## src/rtl/spi_tx_framer_pkg.sv

```systemverilog
// Shared types and constants for the SPI transmit framer.
package spi_tx_pkg;

    localparam int BYTE_W = 8;

    localparam logic [BYTE_W-1:0] HDR0_DEF = 8'hA5;
    localparam logic [BYTE_W-1:0] HDR1_DEF = 8'h5A;

    typedef enum logic [2:0] {
        ST_IDLE,
        ST_HDR0,
        ST_HDR1,
        ST_LEN,
        ST_PAYLOAD,
        ST_CSUM
    } state_t;

endpackage

```

## src/rtl/spi_tx_framer_if.sv

```systemverilog
// Byte-input and serialiser-facing signals of the SPI transmit framer.
interface spi_tx_framer_if;
    import spi_tx_pkg::*;

    logic [BYTE_W-1:0] pix_data;
    logic              pix_valid;
    logic              cs_n;
    logic [2:0]        cnt_bit;
    logic [BYTE_W-1:0] data_out;
    logic              valid;
    logic              fifo_full;
    logic              overflow;
    logic              frame_busy;

    modport master (
        output pix_data, pix_valid, cs_n, cnt_bit,
        input  data_out, valid, fifo_full, overflow, frame_busy
    );

    modport slave (
        input  pix_data, pix_valid, cs_n, cnt_bit,
        output data_out, valid, fifo_full, overflow, frame_busy
    );

endinterface

```

## src/rtl/spi_tx_framer_fifo.sv

```systemverilog
// Single-clock payload FIFO with a combinational head read and registered full flag.
module spi_tx_fifo
    import spi_tx_pkg::*;
#(
    parameter int DEPTH = 16,
    localparam int AW   = $clog2(DEPTH)
) (
    input  logic              clk,
    input  logic              rst_n,
    input  logic              push,
    input  logic              pop,
    input  logic [BYTE_W-1:0] din,
    output logic [BYTE_W-1:0] dout,
    output logic              full,
    output logic [AW:0]       count
);

    logic [BYTE_W-1:0] r_mem [DEPTH];
    logic [AW-1:0]     r_wr_ptr;
    logic [AW-1:0]     r_rd_ptr;
    logic [AW:0]       r_count;
    logic              r_full;
    logic [AW:0]       w_count_next;
    logic              w_push;
    logic              w_pop;

    // Guarded locally so a careless caller cannot corrupt the pointers.
    assign w_push = push && !r_full;
    assign w_pop  = pop && (r_count != '0);

    always_comb begin
        w_count_next = r_count;
        case ({w_push, w_pop})
            2'b10:   w_count_next = r_count + 1'b1;
            2'b01:   w_count_next = r_count - 1'b1;
            default: w_count_next = r_count;
        endcase
    end

    always_ff @(posedge clk) begin
        if (w_push) begin
            r_mem[r_wr_ptr] <= din;
        end
    end

    always_ff @(posedge clk or negedge rst_n) begin
        if (!rst_n) begin
            r_wr_ptr <= '0;
            r_rd_ptr <= '0;
            r_count  <= '0;
            r_full   <= 1'b0;
        end else begin
            if (w_push) r_wr_ptr <= r_wr_ptr + 1'b1;
            if (w_pop)  r_rd_ptr <= r_rd_ptr + 1'b1;
            r_count <= w_count_next;
            r_full  <= (w_count_next == (AW+1)'(DEPTH));
        end
    end

    assign dout  = r_mem[r_rd_ptr];
    assign full  = r_full;
    assign count = r_count;

endmodule

```

## src/rtl/spi_tx_framer.sv

```systemverilog
// Frames buffered payload bytes as HDR0 HDR1 LEN payload [CSUM] for the SPI serialiser.
// Define SPI_TX_CSUM_EN to append a modulo-256 payload checksum byte.
module spi_tx_framer
    import spi_tx_pkg::*;
#(
    parameter int                PAYLOAD_LEN = 8,
    parameter int                FIFO_DEPTH  = 16,
    parameter logic [BYTE_W-1:0] HDR0        = HDR0_DEF,
    parameter logic [BYTE_W-1:0] HDR1        = HDR1_DEF
) (
    input  logic           sck,
    input  logic           sys_rst_n,
    spi_tx_framer_if.slave bus
);

    localparam int CW = $clog2(FIFO_DEPTH) + 1;
    localparam logic [CW-1:0]     PLEN_CNT = CW'(PAYLOAD_LEN);
    localparam logic [BYTE_W-1:0] PLEN_B   = BYTE_W'(PAYLOAD_LEN);
    localparam logic [7:0]        PLEN_LAST = 8'(PAYLOAD_LEN - 1);

    state_t            r_state;
    logic [7:0]        r_pay_cnt;
    logic              r_overflow;
    logic [BYTE_W-1:0] w_head;
    logic [CW-1:0]     w_count;
    logic              w_full;
    logic              w_push;
    logic              w_pop;
    logic              w_valid;
    logic              w_byte_done;
    logic [BYTE_W-1:0] w_data_out;
`ifdef SPI_TX_CSUM_EN
    logic [BYTE_W-1:0] r_csum;
`endif

    assign w_valid     = (r_state != ST_IDLE);
    assign w_byte_done = w_valid && !bus.cs_n && (bus.cnt_bit == 3'd7);
    assign w_push      = bus.pix_valid && !w_full;
    assign w_pop       = (r_state == ST_PAYLOAD) && w_byte_done;

    spi_tx_fifo #(.DEPTH(FIFO_DEPTH)) u_fifo (
        .clk   (sck),
        .rst_n (sys_rst_n),
        .push  (w_push),
        .pop   (w_pop),
        .din   (bus.pix_data),
        .dout  (w_head),
        .full  (w_full),
        .count (w_count)
    );

    // Starting only with a full payload buffered means PAYLOAD can never underrun.
    always_ff @(posedge sck or negedge sys_rst_n) begin
        if (!sys_rst_n) begin
            r_state    <= ST_IDLE;
            r_pay_cnt  <= '0;
            r_overflow <= 1'b0;
`ifdef SPI_TX_CSUM_EN
            r_csum     <= '0;
`endif
        end else begin
            if (bus.pix_valid && w_full) r_overflow <= 1'b1;
            case (r_state)
                ST_IDLE: begin
                    if (w_count >= PLEN_CNT) begin
                        r_state <= ST_HDR0;
`ifdef SPI_TX_CSUM_EN
                        r_csum  <= '0;
`endif
                    end
                end
                ST_HDR0: if (w_byte_done) r_state <= ST_HDR1;
                ST_HDR1: if (w_byte_done) r_state <= ST_LEN;
                ST_LEN: begin
                    if (w_byte_done) begin
                        r_state   <= ST_PAYLOAD;
                        r_pay_cnt <= '0;
                    end
                end
                ST_PAYLOAD: begin
                    if (w_byte_done) begin
                        r_pay_cnt <= r_pay_cnt + 1'b1;
`ifdef SPI_TX_CSUM_EN
                        r_csum    <= r_csum + w_head;
                        if (r_pay_cnt == PLEN_LAST) r_state <= ST_CSUM;
`else
                        if (r_pay_cnt == PLEN_LAST) r_state <= ST_IDLE;
`endif
                    end
                end
`ifdef SPI_TX_CSUM_EN
                ST_CSUM: if (w_byte_done) r_state <= ST_IDLE;
`endif
                default: r_state <= ST_IDLE;
            endcase
        end
    end

    always_comb begin
        w_data_out = '0;
        case (r_state)
            ST_HDR0:    w_data_out = HDR0;
            ST_HDR1:    w_data_out = HDR1;
            ST_LEN:     w_data_out = PLEN_B;
            ST_PAYLOAD: w_data_out = w_head;
`ifdef SPI_TX_CSUM_EN
            ST_CSUM:    w_data_out = r_csum;
`endif
            default:    w_data_out = '0;
        endcase
    end

    assign bus.data_out   = w_data_out;
    assign bus.valid      = w_valid;
    assign bus.frame_busy = w_valid;
    assign bus.fifo_full  = w_full;
    assign bus.overflow   = r_overflow;

endmodule

```

## src/flat_wrapper.sv

```systemverilog
// flat-port wrapper written by rule: the top's interface ports become plain ports
module spi_tx_framer_flat import spi_tx_pkg::*;
#(
    parameter int                PAYLOAD_LEN = 8,
    parameter int                FIFO_DEPTH  = 16,
    parameter logic [BYTE_W-1:0] HDR0        = HDR0_DEF,
    parameter logic [BYTE_W-1:0] HDR1        = HDR1_DEF
)
  (sck, sys_rst_n, bus_pix_data, bus_pix_valid, bus_cs_n, bus_cnt_bit, bus_data_out, bus_valid, bus_fifo_full, bus_overflow, bus_frame_busy);
  spi_tx_framer_if bus_i ();
  input  logic sck;
  input  logic sys_rst_n;
  input wire logic [$bits(bus_i.pix_data)-1:0] bus_pix_data;
  input wire logic [$bits(bus_i.pix_valid)-1:0] bus_pix_valid;
  input wire logic [$bits(bus_i.cs_n)-1:0] bus_cs_n;
  input wire logic [$bits(bus_i.cnt_bit)-1:0] bus_cnt_bit;
  output wire logic [$bits(bus_i.data_out)-1:0] bus_data_out;
  output wire logic [$bits(bus_i.valid)-1:0] bus_valid;
  output wire logic [$bits(bus_i.fifo_full)-1:0] bus_fifo_full;
  output wire logic [$bits(bus_i.overflow)-1:0] bus_overflow;
  output wire logic [$bits(bus_i.frame_busy)-1:0] bus_frame_busy;
  assign bus_i.pix_data = bus_pix_data;
  assign bus_i.pix_valid = bus_pix_valid;
  assign bus_i.cs_n = bus_cs_n;
  assign bus_i.cnt_bit = bus_cnt_bit;
  assign bus_data_out = bus_i.data_out;
  assign bus_valid = bus_i.valid;
  assign bus_fifo_full = bus_i.fifo_full;
  assign bus_overflow = bus_i.overflow;
  assign bus_frame_busy = bus_i.frame_busy;
  spi_tx_framer #(.PAYLOAD_LEN(PAYLOAD_LEN), .FIFO_DEPTH(FIFO_DEPTH), .HDR0(HDR0), .HDR1(HDR1)) u_core (.sck(sck), .sys_rst_n(sys_rst_n), .bus(bus_i));
endmodule
```

## config.mk

```make
export PLATFORM = sky130hd
export DESIGN_NAME = spi_tx_framer_flat
export DESIGN_NICKNAME = d
export VERILOG_FILES = /design/src/rtl/spi_tx_framer_pkg.sv /design/src/rtl/spi_tx_framer_if.sv /design/src/rtl/spi_tx_framer_fifo.sv /design/src/rtl/spi_tx_framer.sv /design/src/flat_wrapper.sv
export SDC_FILE = /design/constraint.sdc
export NUM_CORES = 1
export LEC_CHECK = 0
export ABC_AREA = 1
export CORE_UTILIZATION = 41
export CTS_BUF_LIST = sky130_fd_sc_hd__clkbuf_4 sky130_fd_sc_hd__clkbuf_8
export CTS_CLUSTER_SIZE = 14
export DETAILED_ROUTE_END_ITERATION = 12
export PLACE_DENSITY = 0.6
export RECOVER_POWER = 100
export SLEW_MARGIN = 40
export SYNTH_ARGS = -nofsm -noshare
export SYNTH_HDL_FRONTEND = slang
export SYNTH_SLANG_ARGS = --single-unit
```

## constraint.sdc

```tcl
create_clock -name sck -period 2.31 [get_ports sck]
set_clock_uncertainty 0.2 [all_clocks]
set_input_delay 0.693 -clock sck [delete_from_list [all_inputs] [get_ports sck]]
set_output_delay 0.693 -clock sck [all_outputs]
set_load 0.02 [all_outputs]
```

### Yosys cells after proc, flatten, opt, wreduce, memory -nomap -nowiden

Memories as Yosys holds them, arrays and structs flattened.
Index checks and enable logic that the tools add are counted.
Widths: inputs -> output; s select.

| storage, ports and cells | value |
|---|---|
| memories | 1 |
| flip-flop bits (word level) | 26 |
| output and inout port bits | 12 |
| bits in writable memories | 128 |

Memory list:

| name | words | bits a word | read ports | clocked after memory_dff | wr ports | RTL line | text |
|---|---|---|---|---|---|---|---|
| u_core.u_fifo.r_mem | 16 | 8 | 1 | 0 | 1 | spi_tx_framer_fifo.sv:18 | `logic [BYTE_W-1:0] r_mem [DEPTH];` |

| operators by class | value |
|---|---|
| equal/unequal tests | 15 |
| mux-type cells | 14 |
| reduce and logical (&&, ||, !) cells | 15 |
| $add $sub $neg | 5 |
| order comparisons | 1 |

Operators with widths:

| kind | number |
|---|---|
| $pmux 8 s4 | 1 |
| $mux 3 | 6 |
| $mux 8 | 2 |
| $pmux 8 s2 | 1 |
| $pmux 3 s5 | 1 |
| $ne 2x1->1 const B | 5 |
| $pmux 5 s2 | 1 |
| $add 4x1->4 const B | 2 |
| $add 8x1->8 const B | 1 |
| $eq 8x3->1 const B | 1 |
| $logic_and 1x1->1 | 7 |
| $eq 3x2->1 const B | 2 |
| $eq 3x3->1 const B | 2 |
| $reduce_and 6->1 | 1 |
| $add 5x1->5 const B | 1 |
| $eq 5x5->1 const B | 1 |
| $ge 5x4->1 const B | 1 |
| $reduce_bool 5->1 | 1 |
| $sub 5x1->5 const B | 1 |
| $eq 3x1->1 const B | 1 |
| $logic_not 3->1 | 1 |
| $reduce_and 3->1 | 1 |
| $reduce_bool 3->1 | 1 |
| $eq 2x1->1 const B | 1 |
| other kinds (5) | 7 |

### Longest topological paths before layout

Gate-level depths: netlist (run 1).

| logic depth | value |
|---|---|
| word-level depth | 8 |
| depth in mapped cells | 17 |

### By module

A second synthesis (run 1) with hierarchy kept.

| unflattened totals | value |
|---|---|
| cell total of the unflattened synthesis | 547 |
| area, all modules | 6670.1 um^2 |

By module, submodules not included:

| module | cells an instance | seq. area each (um^2) | area each (um^2) | times used |
|---|---|---|---|---|
| spi_tx_fifo | 438 | 4194.0 | 5898.2 | 1 |
| spi_tx_framer | 109 | 300.3 | 772.0 | 1 |

### Worst setup path after synthesis (run 1)

OpenSTA, ideal clock, no wires.

| path | value |
|---|---|
| path type | input -> register |
| start point | input port bus_cnt_bit[0] |
| end point | register u_core.u_fifo.r_full, in the netlist u_core.u_fifo.full |
| setup slack | -395 ps |
| cell stages on the path | 13 |
| arrival time | 2433 ps |
| library setup time | 71 ps |
| cell sequence | inv_1 > nor2_1 > nand2_2 > nor2_8 > inv_1 > nor2_2 > ha_1 > inv_1 > o21ai_0 > or2_2 > nor2_1 > nand3_1 > nor2_1 |

| between the ends | value |
|---|---|
| cells in the longest elaborated chain, start to end | 7 |
| elaborated cells between the ends (all ways) | 8 |
| those cells by class | eq/ne: 4; mux: 1; reduce/logical: 3 |

Ends and longest elaborated chain:

| item | RTL line | text |
|---|---|---|
| start: declaration | flat_wrapper.sv:16 | `input wire logic [$bits(bus_i.cnt_bit)-1:0] bus_cnt_bit;` |
| $eq 3x3->1 * | spi_tx_framer.sv:37 | `assign w_byte_done = w_valid && !bus.cs_n && (bus.cnt_bit == 3'd7);` |
| $logic_and 1x1->1 * | spi_tx_framer.sv:37 |  |
| $logic_and 1x1->1 * | spi_tx_framer.sv:39 | `assign w_pop = (r_state == ST_PAYLOAD) && w_byte_done;` |
| $logic_and 1x1->1 * | spi_tx_framer_fifo.sv:29 | `assign w_pop = pop && (r_count != '0);` |
| $eq 2x1->1 / $eq 2x2->1 (equally long branches) | spi_tx_framer_fifo.sv:33 | `case ({w_push, w_pop})` |
| $pmux 5 s2 * | spi_tx_framer_fifo.sv:33 |  |
| net u_core.u_fifo.w_count_next[1] | spi_tx_framer_fifo.sv:23 | `logic [AW:0] w_count_next;` |
| $eq 5x5->1 * | spi_tx_framer_fifo.sv:56 | `r_full <= (w_count_next == (AW+1)'(DEPTH));` |
| end signal: assignment | spi_tx_framer_fifo.sv:56 |  |
| end: declaration | spi_tx_framer_fifo.sv:22 | `logic r_full;` |

The timed path passes the listed nets; every way through them passes the cells marked *.
A chain may end at the register's enable or synchronous reset.

### Worst setup path after layout (run 1)

| path | value |
|---|---|
| start point | register u_core.u_fifo.r_rd_ptr[0] |
| end point | output port bus_data_out[4] |

| between the ends | value |
|---|---|
| cells in the longest elaborated chain, start to end | 2 |

Ends and longest elaborated chain:

| item | RTL line | text |
|---|---|---|
| start: declaration | spi_tx_framer_fifo.sv:20 | `logic [AW-1:0] r_rd_ptr;` |
| start signal: assignment | spi_tx_framer_fifo.sv:54 | `if (w_pop) r_rd_ptr <= r_rd_ptr + 1'b1;` |
| $mem_v2 16x8 | -- |  |
| $pmux 8 s4 | spi_tx_framer.sv:101 | `case (r_state)` |
| end: declaration | flat_wrapper.sv:17 | `output wire logic [$bits(bus_i.data_out)-1:0] bus_data_out;` |

No other way between the ends.

==> flow_summary.ini, run 1 <==
[critical_path]
slowest_stage = dfrtp_2
path_cells = inv_8 > buf_12 > buf_6 > o21ai_1 > o221ai_1 > o21ai_2 > nand2_1 > nand3_2 > nand2_2 > buf_6
cp_common_cell = buf_6
crit_required_ns = 1.42
max_stage_delay_ns = 0.50
worst_ep_arrival_time_ns = 2.11
crit_path_end_kind = output port
path_max_fanout = 10
critPathKind = flop to output port
start_kind = flop

[pwr]
power-per-cell-area_mw_per_mm2 = 1170
p_leak_uw = 0.00326
comb_power_share_pct = 44.2
ir_drop_uv = 610
power_switching_uw = 3920
pwr-share-seq_pct = 36.5
swShare_pct = 38.8
total_power_uw = 10100
clkPwrFrac_pct = 19.3
intPower_uw = 6180

[yosys]
yosysSeqAreaShare_pct = 67.6
syn_nets = 609
synth_cell_types = 34
ys_top_cells_by_area = edfxtp_1, dfrtp_1, o21ai_0
synthDominantCellAreaShare_pct = 57.8
ys_ff_latch = 154
syn-cell-area_mm2 = 0.00665
synth_cells = 586
yosys_warnings = 0
synth_top_cell_by_area = edfxtp_1
syn_avg_cell_area_um2 = 11.3

[clock_tree]
cts_buffers = 17
cts_buffer_depth = 2
clk_pin_slew_ns = 0.09
htree_levels = 4
cts.sinks = 154
clockRootBuffer = clkbuf_8
clock_latency_ns = 0.47
cts_tree = built

[die]
die_area_mm2 = 0.0167
start_util_pct = 42.0
core-area_mm2 = 0.0158
die_w_um = 129
io_pins = 27
die_y_um = 129
row_count = 46

[detailed_routing]
viasPerCell = 5.24
vias = 4841
first_iter_violations = 548
drc = 0
drt.antenna.violating_nets = 0
wirelength_um = 16700
drtPass1Iterations = 6
post_drt_wl_per_cell_um = 18.0

[finish]
fillers = 1326
syn2layout_area_growth_pct = 30.1
fin_area_mm2 = 0.00864
fin_cells = 924
drive_above_1_share_pct = 30.8
nets = 718
insertedDiodeCount = 0

[placement]
gp_congestion = 0.787
placed_cells = 867
placed_area_mm2 = 0.00770
dp_hpwl_um = 10200
port_buffers = 26

[timing]
setup_violations = 15
period_share_pct = 130
timing.final.ws_setup_ns = -0.693
fin_setup_tns_ns = -6.49
finalHoldViolCount = 0
drv_slew = 0
worst_pin_slew_ns = 0.889
period_needed_ns = 3.00
slew_headroom_pct = 40.8
fin_hold_ws_ns = 0.273
fmax_mhz = 333
rsz0062_at_grt = yes

[hold_path]
hold_class = flop to flop

[grt]
overflow = 0
grt_pass1_wl_um = 25500
grt_max_degree = 32
first_global_vias = 4573
gr-usage-all-layers_pct = 21.2
antenna_found_initial = 0

[run]
maxCapViolations = 0

[status]
violations = negative setup slack
outcome = finished, violations left
[routing by layer]
metal / wire length [um] / global-route usage, %
met1: 7760 / 29.5
met2: 7840 / 33.1
met3: 862 / 4.75
met4: 202 / 7.06
met5: 0 / 0
[critical path, delay by kind of cell, from the launching register on]
kind | cells | cell delay, ns
compound gates | 3 | 0.38
buf+inv | 4 | 0.50
flops | 1 | 0.50
simple gates | 3 | 0.25
[worst paths after layout]
kind,start,to,slack [ns],cells after the start
max,u_core.u_fifo.r_rd_ptr[0],bus_data_out[4],-0.69,10
min,u_core.bus.overflow,u_core.bus.overflow,0.27,1
max reg2reg,u_core.r_state[0],u_core.u_fifo.full,-0.39,12
min reg2reg,u_core.bus.overflow,u_core.bus.overflow,0.27,1
max in group asynchronous,sys_rst_n,u_core.u_fifo.r_rd_ptr[0],0.85,2
min in group asynchronous,sys_rst_n,u_core.bus.overflow,0.58,2
[through the flow]
step,setup slack [ns],utilization (%)
finish,-0.693,54.6
global route,-0.773,54.6
CTS,-0.693,53.7
detailed placement,-0.781,48.7
global placement,-0.725,48.7
floorplan,-0.0925,-
[state kept, by name, summed over array words and instances, names as in the netlist]
name and cells:
u_core.u_fifo.r_mem 128, u_core.r_pay_cnt 8, u_core.u_fifo.count 5, u_core.u_fifo.r_rd_ptr 4, u_core.u_fifo.r_wr_ptr 4, u_core.r_state 3, u_core.bus.overflow 1, u_core.u_fifo.full 1
[cell families after synthesis]
| logic type | synth area share, % |
|---|---|
| flip-flops | 67.6 |
| AO/OA/AOI/OAI | 11.6 |
| AND/OR/NAND/NOR | 13.9 |
| XOR/XNOR | 1.19 |
| adder cells (fa/ha/maj) | 1.51 |
| buffers and inverters | 4.20 |
[Yosys cell counts]
| cell | instances |
|---|---|
| nand2_2 | 3 |
| nor2_2 | 2 |
| clkinv_1 | 1 |
| or2_2 | 1 |
| o21ai_1 | 6 |
| o21ai_0 | 84 |
| buf_6 | 1 |
| dfrtp_1 | 26 |
| clkbuf_1 | 17 |
| inv_2 | 4 |
| nand3_1 | 25 |
| nor3_1 | 1 |
| nand3_2 | 1 |
| nand3_4 | 2 |
| a21oi_1 | 7 |
| nand4_1 | 5 |
| buf_4 | 2 |
| nor2_1 | 96 |
| o32ai_1 | 2 |
| xnor2_1 | 2 |
| a22o_1 | 1 |
| a21o_2 | 1 |
| nor2_8 | 1 |
| ha_1 | 8 |
| a21oi_2 | 1 |
| nand2_1 | 73 |
| edfxtp_1 | 128 |
| or2_0 | 1 |
| xor2_1 | 7 |
| o221ai_1 | 13 |
| buf_2 | 7 |
| inv_1 | 36 |
| o22ai_1 | 20 |
| nand4_4 | 1 |
[area by class of cell]
class	instances	area, um2	share of cell area [%]
Inverter	41	173	2.00
Tap cell	216	270	3.13
Sequential cell	154	4500	52.0
Clock inverter	15	141	1.64
Multi-Input combinational cell	364	2230	25.8
Clock buffer	17	234	2.71
Timing Repair Buffer	117	1100	12.7
[placed cells by master (no fill, tap or decap), types with 5 or more instances in the layout]
master	netlist	layout
edfxtp_1	128	128
nor2_1	96	82
nand2_1	73	60
buf_4	2	48
o21ai_0	84	46
inv_1	36	30
o21ai_1	6	27
dfrtp_1	26	25
o21ai_2	0	17
clkbuf_8	0	17
nand3_1	25	16
nand2_2	3	14
o22ai_2	0	14
buf_6	1	14
clkbuf_1	17	12
o221ai_1	13	11
nor2_2	2	9
nand3_2	1	9
dlygate4sd3_1	0	9
nor2_4	0	8
xor2_1	7	7
clkbuf_4	0	7
buf_12	0	7
inv_2	4	6
o22ai_1	20	6
a21oi_1	7	6
ha_1	8	6
dlygate4sd2_1	0	6
nand4_1	5	5
buf_2	7	5
[repair_timing]
item / in CTS / in global routing
setup buffers: 16 / 4
gates resized for setup: 140 / 59
cloned: 4 / 1
pin swaps: 35 / 14
hold buffers: 0 / 0
setup endpoints to repair: 144 / 13
[power by group through the flow]
stage                     Clock (uW)  Sequential (uW)  Combinational, uW
after floorplan                    0             3690               2120
after detailed placement           0             3700               3530
after global routing            2090             3720               4810
after CTS                       1980             3660               4130
after global placement             0             3690               3450
final                           1950             3680               4470
(Power assumes the default switching activity.)
==> run 2, diff against run 1 <==
Settings changed: SKIP_CTS_REPAIR_TIMING set to 1.
==> run 2 against run 1 <==
  * The flow still finishes with violations (negative setup slack)
  * Cell count fell by 1.6%
  * Count of clock-buffer cells in the layout stayed put
  * Sequential share of layout area increased by 1.3 points
  * Global-route usage shrank 1.7 points
  * Via count decreased by 3.3%
  * Utilization down 1.3 points
  * First-iteration DRC count fell by 31%
  * Total power is 3.4% lower
  * Critical path depth fell by 1
==> flow_summary.ini, run 2 (synthesis results as in run 1) <==
[timing]
fin_hold_ws_ns = 0.281
slew_headroom_pct = 43.2
rsz0062_at_grt = yes
fin_setup_tns_ns = -7.47
fmax_mhz = 336
drv_slew = 0
period_needed_ns = 2.97
finalHoldViolCount = 0
setup_violations = 15
worst_pin_slew_ns = 0.852
timing.final.ws_setup_ns = -0.663
period_share_pct = 129

[finish]
layout_common_cells = edfxtp_1, nor2_1, nand2_1, o21ai_0, buf_4
multi_input_area_mm2 = 0.00219
fin_area_mm2 = 0.00844
insertedDiodeCount = 0
syn2layout_area_growth_pct = 27.0
final_util_pct = 53.3
largest_register_ffs = 128
layout_commonest_cell = edfxtp_1
nets = 703
seqCellArea_mm2 = 0.00450
regMostFlops = u_core.u_fifo.r_mem
drive_above_1_share_pct = 27.0
fillers = 1338

[clock_tree]
cts_buffer_depth = 2
clk_pin_slew_ns = 0.09
cts_buffers = 17
cts_tree = built
htree_levels = 4
clock_latency_ns = 0.47
clockRootBuffer = clkbuf_8
cts.sinks = 154

[grt]
gr-max-usage-layer = met2
antenna_found_initial = 0
use_met1_pct = 27.0
first_global_vias = 4377
globalRouteMet2Util_pct = 30.3
gr-usage-all-layers_pct = 19.6
grtUsageMet3_pct = 3.84
grt_max_degree = 47
grt_pass1_wl_um = 23700
overflow = 0

[die]
start_util_pct = 42.0
core-area_mm2 = 0.0158
row_count = 46
io_pins = 27
die_w_um = 129
die_area_mm2 = 0.0167
die_y_um = 129

[critical_path]
crit_path_end_kind = output port
start_kind = flop
path_buf_inv = 3
crit_required_ns = 1.42
critPathKind = flop to output port
cp_common_cell = buf_6
worst_ep_arrival_time_ns = 2.08
slowest_stage = dfrtp_2
max_stage_delay_ns = 0.50
worst_path_dominant_cell_family = flip-flops
path_max_fanout = 6
path_cells = buf_6 > buf_6 > nor2_2 > o22ai_2 > o21ai_1 > nand2_1 > nand3_1 > nand2_2 > buf_4

[run]
maxCapViolations = 0

[pwr]
p_leak_uw = 0.00321
power-per-cell-area_mw_per_mm2 = 1160
total_power_uw = 9750
ir_drop_uv = 537

[detailed_routing]
drtPass1Iterations = 5
first_iter_violations = 380
vias = 4681
post_drt_wl_per_cell_um = 17.8
viasPerCell = 5.15
drc = 0
drt.antenna.violating_nets = 0
wirelength_um = 16200

[status]
violations = negative setup slack
outcome = finished, violations left

[placement]
placed_area_mm2 = 0.00770
gp_congestion = 0.787
dp_hpwl_um = 10200
port_buffers = 26

[hold_path]
hold_class = flop to flop
[run 2: changes by cell type in the layout (fill, tap and decap cells not counted), moves of 3 or more]
cell | before | now
buf_16 | 4 | 0
buf_2 | 5 | 9
buf_4 | 48 | 33
buf_6 | 14 | 8
clkbuf_16 | 1 | 4
clkbuf_4 | 7 | 4
dlygate4sd2_1 | 6 | 0
dlymetal6s2s_1 | 0 | 5
nand3_1 | 16 | 21
nand3_2 | 9 | 4
nor2_1 | 82 | 87
nor2_4 | 8 | 5
o21ai_0 | 46 | 42
o21ai_1 | 27 | 32
[run 2: area by class of cell]
type | count | area share, %
timing repair buffer | 102 | 11.1
inverter | 41 | 2.05
clock inverter | 15 | 1.68
clock buffer | 17 | 2.77
sequential | 154 | 53.3
tap | 216 | 3.20
multi-input combinational | 364 | 25.9
[run 2: path summary, 6_finish.rpt]
check | depth (start not counted) | end | from | slack (ns)
min in group asynchronous | 2 | u_core.u_fifo.r_rd_ptr[3] | sys_rst_n | 0.59
max in group asynchronous | 2 | u_core.u_fifo.r_rd_ptr[0] | sys_rst_n | 0.85
hold reg to reg | 1 | u_core.bus.overflow | u_core.bus.overflow | 0.28
hold / removal | 1 | u_core.bus.overflow | u_core.bus.overflow | 0.28
setup / recovery | 9 | bus_data_out[3] | u_core.u_fifo.r_rd_ptr[0] | -0.66
setup reg to reg | 12 | u_core.u_fifo.full | u_core.r_state[1] | -0.45
[run 2: power by group]
group	internal, uW	total, uW	switching [uW]
clock network	871	1950	1080
logic	1660	4130	2470
registers	3430	3680	245
total	5960	9750	3790
[run 2: layer usage]
layer  vias to the layer above  routed length (um)
met5                         -                   0
met4                         0                 274
met3                        21                 904
met2                       124                7550
met1                      2267                7430
li1                       2269                   -
[run 2: per-stage QoR]
| step | std cells | setup slack (ns) |
|---|---|---|
| finish | 909 | -0.663 |
| global route | 909 | -0.748 |
| CTS | 899 | -1.25 |
| detailed placement | 867 | -0.781 |
| global placement | 867 | -0.725 |
| floorplan | 586 | -0.0925 |
